<file path="config.mk">
export PLATFORM = sky130hd
export DESIGN_NAME = mult_seq_param
export DESIGN_NICKNAME = d
export VERILOG_FILES = /design/src/rtl/mult_pkg.sv /design/src/rtl/mult_sign_adj.sv /design/src/rtl/mult_seq_param.sv
export SDC_FILE = /design/constraint.sdc
export NUM_CORES = 1
export LEC_CHECK = 0
export BUFFER_PORTS_ARGS = -buffer_cell sky130_fd_sc_hd__buf_2
export CORE_AREA = 2 2 101 103
export DETAILED_ROUTE_END_ITERATION = 6
export DIE_AREA = 0 0 103 105
export PLACE_DENSITY = 0.7
export SKIP_LAST_GASP = 1
export SLEW_MARGIN = 20
export SYNTH_ARGS = -nofsm -noshare
export SYNTH_HDL_FRONTEND = slang
export SYNTH_HIERARCHICAL = 1
export SYNTH_SLANG_ARGS = --single-unit
export TNS_END_PERCENT = 100
</file>
<file path="constraint.sdc">
create_clock -name Clk -period 3.1 [get_ports Clk]
set_clock_uncertainty 0.15 [all_clocks]
set_input_delay 0 -clock Clk [delete_from_list [all_inputs] [get_ports Clk]]
set_output_delay 0 -clock Clk [all_outputs]
set_load 0.05 [all_outputs]
</file>
<file path="src/rtl/mult_pkg.sv">
`default_nettype none
// ============================================================================
// Module   : mult_pkg
// Purpose  : Shared state encoding and width constants for the sequential
//            shift-add multiplier.
// Revision : 1.0 - initial release
// ============================================================================
package mult_pkg;

    localparam int MULT_WIDTH_DEF = 16;
    localparam int MULT_WIDTH_MAX = 32;

    typedef enum logic [1:0] {
        IDLE = 2'd0,
        CALC = 2'd1,
        DONE = 2'd2
    } state_t;

endpackage
`default_nettype wire

</file>
<file path="src/rtl/mult_sign_adj.sv">
`default_nettype none
// ============================================================================
// Module   : mult_sign_adj
// Purpose  : Operand magnitudes on the way in, conditional product negate on
//            the way out, for signed multiplication.
// Revision : 1.0 - initial release
// ============================================================================
module mult_sign_adj #(
    parameter int WIDTH = 16
) (
    input  logic                 sgn_mode,
    input  logic [WIDTH-1:0]     a,
    input  logic [WIDTH-1:0]     b,
    output logic [WIDTH-1:0]     a_mag,
    output logic [WIDTH-1:0]     b_mag,
    output logic                 neg,
    input  logic                 prod_neg,
    input  logic [2*WIDTH-1:0]   prod_mag,
    output logic [2*WIDTH-1:0]   prod
);

    logic w_a_neg;
    logic w_b_neg;

    assign w_a_neg = sgn_mode & a[WIDTH-1];
    assign w_b_neg = sgn_mode & b[WIDTH-1];

    // The most negative value negates to itself, which is its correct
    // unsigned magnitude 2^(WIDTH-1).
    assign a_mag = w_a_neg ? -a : a;
    assign b_mag = w_b_neg ? -b : b;
    assign neg   = w_a_neg ^ w_b_neg;

    assign prod  = prod_neg ? -prod_mag : prod_mag;

endmodule
`default_nettype wire

</file>
<file path="src/rtl/mult_seq_param.sv">
`default_nettype none
// ============================================================================
// Module   : mult_seq_param
// Purpose  : Sequential shift-add multiplier, one multiplier bit per clock,
//            fixed WIDTH+1 edge latency. Signed support under MULT_SEQ_SIGNED_EN.
// Revision : 1.0 - initial release
// ============================================================================
module mult_seq_param
    import mult_pkg::*;
#(
    parameter int WIDTH = MULT_WIDTH_DEF
) (
    input  logic                 Clk,
    input  logic                 Rst,
    input  logic                 St,
    input  logic                 Sinal,
    input  logic [WIDTH-1:0]     Multiplicando,
    input  logic [WIDTH-1:0]     Multiplicador,
    output logic [2*WIDTH-1:0]   Produto,
    output logic                 Idle,
    output logic                 Done
);

    localparam int CW = $clog2(WIDTH) + 1;
    localparam int AW = 2*WIDTH + 1;
    localparam logic [CW-1:0] C_LAST = CW'(WIDTH-1);

    state_t              r_state;
    logic [CW-1:0]       r_cnt;
    logic [AW-1:0]       r_acc;
    logic [WIDTH-1:0]    r_mcand;
    logic [WIDTH-1:0]    r_mplier;
    logic [2*WIDTH-1:0]  r_prod;
    logic                r_idle;
    logic                r_done;

    logic [WIDTH-1:0]    w_mcand_in;
    logic [WIDTH-1:0]    w_mplier_in;
    logic [WIDTH:0]      w_sum;
    logic [AW-1:0]       w_acc_next;
    logic [2*WIDTH-1:0]  w_prod_final;
    logic                w_unused;

`ifdef MULT_SEQ_SIGNED_EN
    logic r_neg;
    logic w_neg;

    mult_sign_adj #(
        .WIDTH    (WIDTH)
    ) u_sign_adj (
        .sgn_mode (Sinal),
        .a        (Multiplicando),
        .b        (Multiplicador),
        .a_mag    (w_mcand_in),
        .b_mag    (w_mplier_in),
        .neg      (w_neg),
        .prod_neg (r_neg),
        .prod_mag (w_acc_next[2*WIDTH-1:0]),
        .prod     (w_prod_final)
    );

    assign w_unused = w_acc_next[AW-1] ^ r_acc[0];
`else
    assign w_mcand_in   = Multiplicando;
    assign w_mplier_in  = Multiplicador;
    assign w_prod_final = w_acc_next[2*WIDTH-1:0];
    assign w_unused     = ^{Sinal, w_acc_next[AW-1], r_acc[0]};
`endif

    // Upper W+1 bits accumulate; the sum shifts right into the low half as
    // multiplier bits are consumed, so after WIDTH steps the product is whole.
    assign w_sum      = r_acc[AW-1:WIDTH] + (r_mplier[0] ? {1'b0, r_mcand} : '0);
    assign w_acc_next = {1'b0, w_sum, r_acc[WIDTH-1:1]};

    always_ff @(posedge Clk) begin
        if (Rst) begin
            r_state  <= IDLE;
            r_cnt    <= '0;
            r_acc    <= '0;
            r_mcand  <= '0;
            r_mplier <= '0;
            r_prod   <= '0;
            r_idle   <= 1'b1;
            r_done   <= 1'b0;
`ifdef MULT_SEQ_SIGNED_EN
            r_neg    <= 1'b0;
`endif
        end else begin
            r_done <= 1'b0;
            case (r_state)
                IDLE: begin
                    if (St) begin
                        r_mcand  <= w_mcand_in;
                        r_mplier <= w_mplier_in;
`ifdef MULT_SEQ_SIGNED_EN
                        r_neg    <= w_neg;
`endif
                        r_acc    <= '0;
                        r_cnt    <= '0;
                        r_idle   <= 1'b0;
                        r_state  <= CALC;
                    end
                end
                CALC: begin
                    r_acc    <= w_acc_next;
                    r_mplier <= r_mplier >> 1;
                    r_cnt    <= r_cnt + CW'(1);
                    if (r_cnt == C_LAST) begin
                        r_prod  <= w_prod_final;
                        r_done  <= 1'b1;
                        r_state <= DONE;
                    end
                end
                DONE: begin
                    r_idle  <= 1'b1;
                    r_state <= IDLE;
                end
                default: begin
                    r_idle  <= 1'b1;
                    r_state <= IDLE;
                end
            endcase
        end
    end

    assign Produto = r_prod;
    assign Idle    = r_idle;
    assign Done    = r_done;

endmodule
`default_nettype wire

</file>
==> summary.txt <==
Outcome = completed
Syn Area/Cell = 8.02 um^2
Global route overflow = 0
Cts bufs inserted = 9
VDD IR max = 0.298 mV
Tcrit/Tclk final = 87.6%
Die Height = 105 um
Top-Level Pins = 70
Residual DRC = 0
Register area share after synthesis = 43.6%
First-pass GRT wire length = 18.5 mm
Via density per instance = 5.31
Clk buf depth = 2
Tmin final = 2.72 ns
RSZ-0062 raised after global routing = false
Hold-fix buffers, CTS = 34
Yosys top cell area share = 43.6%
Mapped Cells = 595
Area delta synth->final = 19.7%
Tightest Hold Check Type = in -> reg
WL per Instance = 13.4 um
Critical path class = reg -> reg
Yosys warns = 6
Clock latency on the worst-skew pair = 0.38 ns
Core area = 9640 um^2
H-Tree Depth = 3
Slew HR = 52.0%
Post-synth cell types = 50
Drt total wl = 10.9 mm
Syn Nets = 650
DR iter-0 viols = 235
Register bit total from synthesis = 104
Fill cells = 906
Primary FF master, synth = dfxtp_1
Max FO, Critical Path = 4
CTS root buffer = clkbuf_8
R2R setup slack = 0.38 ns
Required time worst endpoint = 3.20 ns
Final Worst Setup Slack = 0.384 ns
Sequential cell area = 2080 um^2
Final net count = 730
Setup repair bufs after CTS = 0
Row count = 36
Final Max Slew Viols = 0
Clock Pin Slew Worst Setup and Hold Paths = 0.11 ns
Initial core utilization = 49.5%
Setup TNS = 0 ns
Hpwl dp = 7.36 mm
Worst Path Arrival = 2.81 ns
# port buffers = 68
RD Place Congestion = 0.936
Final hold vios = 0
GRT Total Usage = 21.1%
Area of the mapped netlist = 4770 um^2
Fraction of layout cells with a size suffix above 1 = 15.9%
Endpoints failing setup = 0
Area of the multi-input gates = 2490 um^2
Worst Setup End Kind = flop
Vias in the first global route = 3917
Commonest cells after routing, fill and taps aside = nand2_1, dfxtp_1, a21oi_1, buf_2, nor2_1
Share of synthesized registers carrying an async set or reset = 0%
FMAX = 368 MHz
Largest net degree at the start of global routing = 54
CTS tree = yes
# diodes = 0
Worst-Margin Slew = 0.720 ns
Post-Place Worst Slack = 0.441 ns
Synth area leaders = dfxtp_1, nand2_1, a21oi_1, ha_1, nor2_1
Post-synth EDFFs = 0
DR vias = 4320
Leak = 2.30 nW
Post_cts resized = 0
Area leader, netlist = dfxtp_1
Pwr dens = 433 nW/um^2
Initial antenna violation count = 0
Die footprint = 10800 um^2
Final core occ = 59.3%
Final ANT Viol Nets = 0
Pre-antenna DRT Iters = 4
Die width = 103 um
CP Launch Type = flop
Most common cell after layout, fill and taps aside = nand2_1
CTS sink cnt = 104
Max-Cap Viols = 0
layout make-up:
class	count	area share, %
Timing Repair Buffer	112	13.2
Tap cell	133	2.91
Clock inverter	7	1.25
Inverter	5	0.329
Multi-Input combinational cell	443	43.7
Sequential cell	104	36.5
Clock buffer	9	2.17
report_power, final:
| part | switching [mW] | total (mW) | leakage [nW] | internal, mW |
|---|---|---|---|---|
| clock | 0.519 | 0.833 | 0.0926 | 0.314 |
| combinational | 0.149 | 0.249 | 1.36 | 0.0994 |
| sequential | 0.0199 | 1.39 | 0.844 | 1.37 |
worst paths after layout:
| check | endpoint | depth (start not counted) | start |
|---|---|---|---|
| setup / recovery | Produto[31] | 9 | r_mplier[0] |
| setup reg to reg | Produto[31] | 9 | r_mplier[0] |
| hold reg to reg | Produto[11] | 2 | Produto[11] |
| hold / removal | r_mcand[15] | 4 | Multiplicando[15] |
routing by layer:
layer,global-route usage [%],vias up,share of wire [%]
met5,0,-,0
met4,7.33,0,1.7
met3,3.95,17,5.1
met2,30.9,101,44
met1,30.7,1984,50
li1,-,2218,-
state kept, by name (all words and copies together), names as in the netlist:
register	cells
Produto	32
r_acc	31
r_mcand	16
r_mplier	16
r_cnt	5
r_state	2
Done	1
Idle	1
metrics by stage:
step	area [um^2]	instances	hold slack, ns	power, mW
floorplan	4770	595	-0.0140	1.57
global placement	5180	763	0.0942	1.63
detailed placement	5180	763	0.0979	1.64
CTS	5710	813	0.239	2.49
global route	5710	813	0.238	2.59
finish	5710	813	0.242	2.48
critical path, stage by stage, from the launching register on:
cell	delay [ns]
dfxtp_1	0.34
and2_1	0.16
ha_1	0.22
fa_1	0.43
a211o_1	0.32
a21oi_2	0.19
a21oi_4	0.12
a211oi_2	0.37
and2_1	0.21
a211oi_1	0.07
cell families after synthesis:
| family | count (synthesis) | synth area share (%) |
|---|---|---|
| compound gates | 146 | 19.9 |
| xor+xnor | 13 | 2.39 |
| fa+ha+maj | 19 | 5.14 |
| buf+inv | 48 | 4.25 |
| flops | 104 | 43.6 |
| simple gates | 265 | 24.7 |
cells in the mapped netlist (6+ instances only):
| cell | n |
|---|---|
| buf_2 | 9 |
| buf_1 | 6 |
| a211oi_1 | 7 |
| a311oi_1 | 15 |
| nand3_1 | 29 |
| xor2_1 | 6 |
| xnor2_1 | 7 |
| a21oi_1 | 74 |
| o21ai_1 | 11 |
| and2_1 | 20 |
| ha_1 | 18 |
| nand2_1 | 145 |
| clkbuf_1 | 25 |
| nor2_1 | 44 |
| dfxtp_1 | 104 |
| a31oi_1 | 6 |
Power figures use the tool's default switching activity.
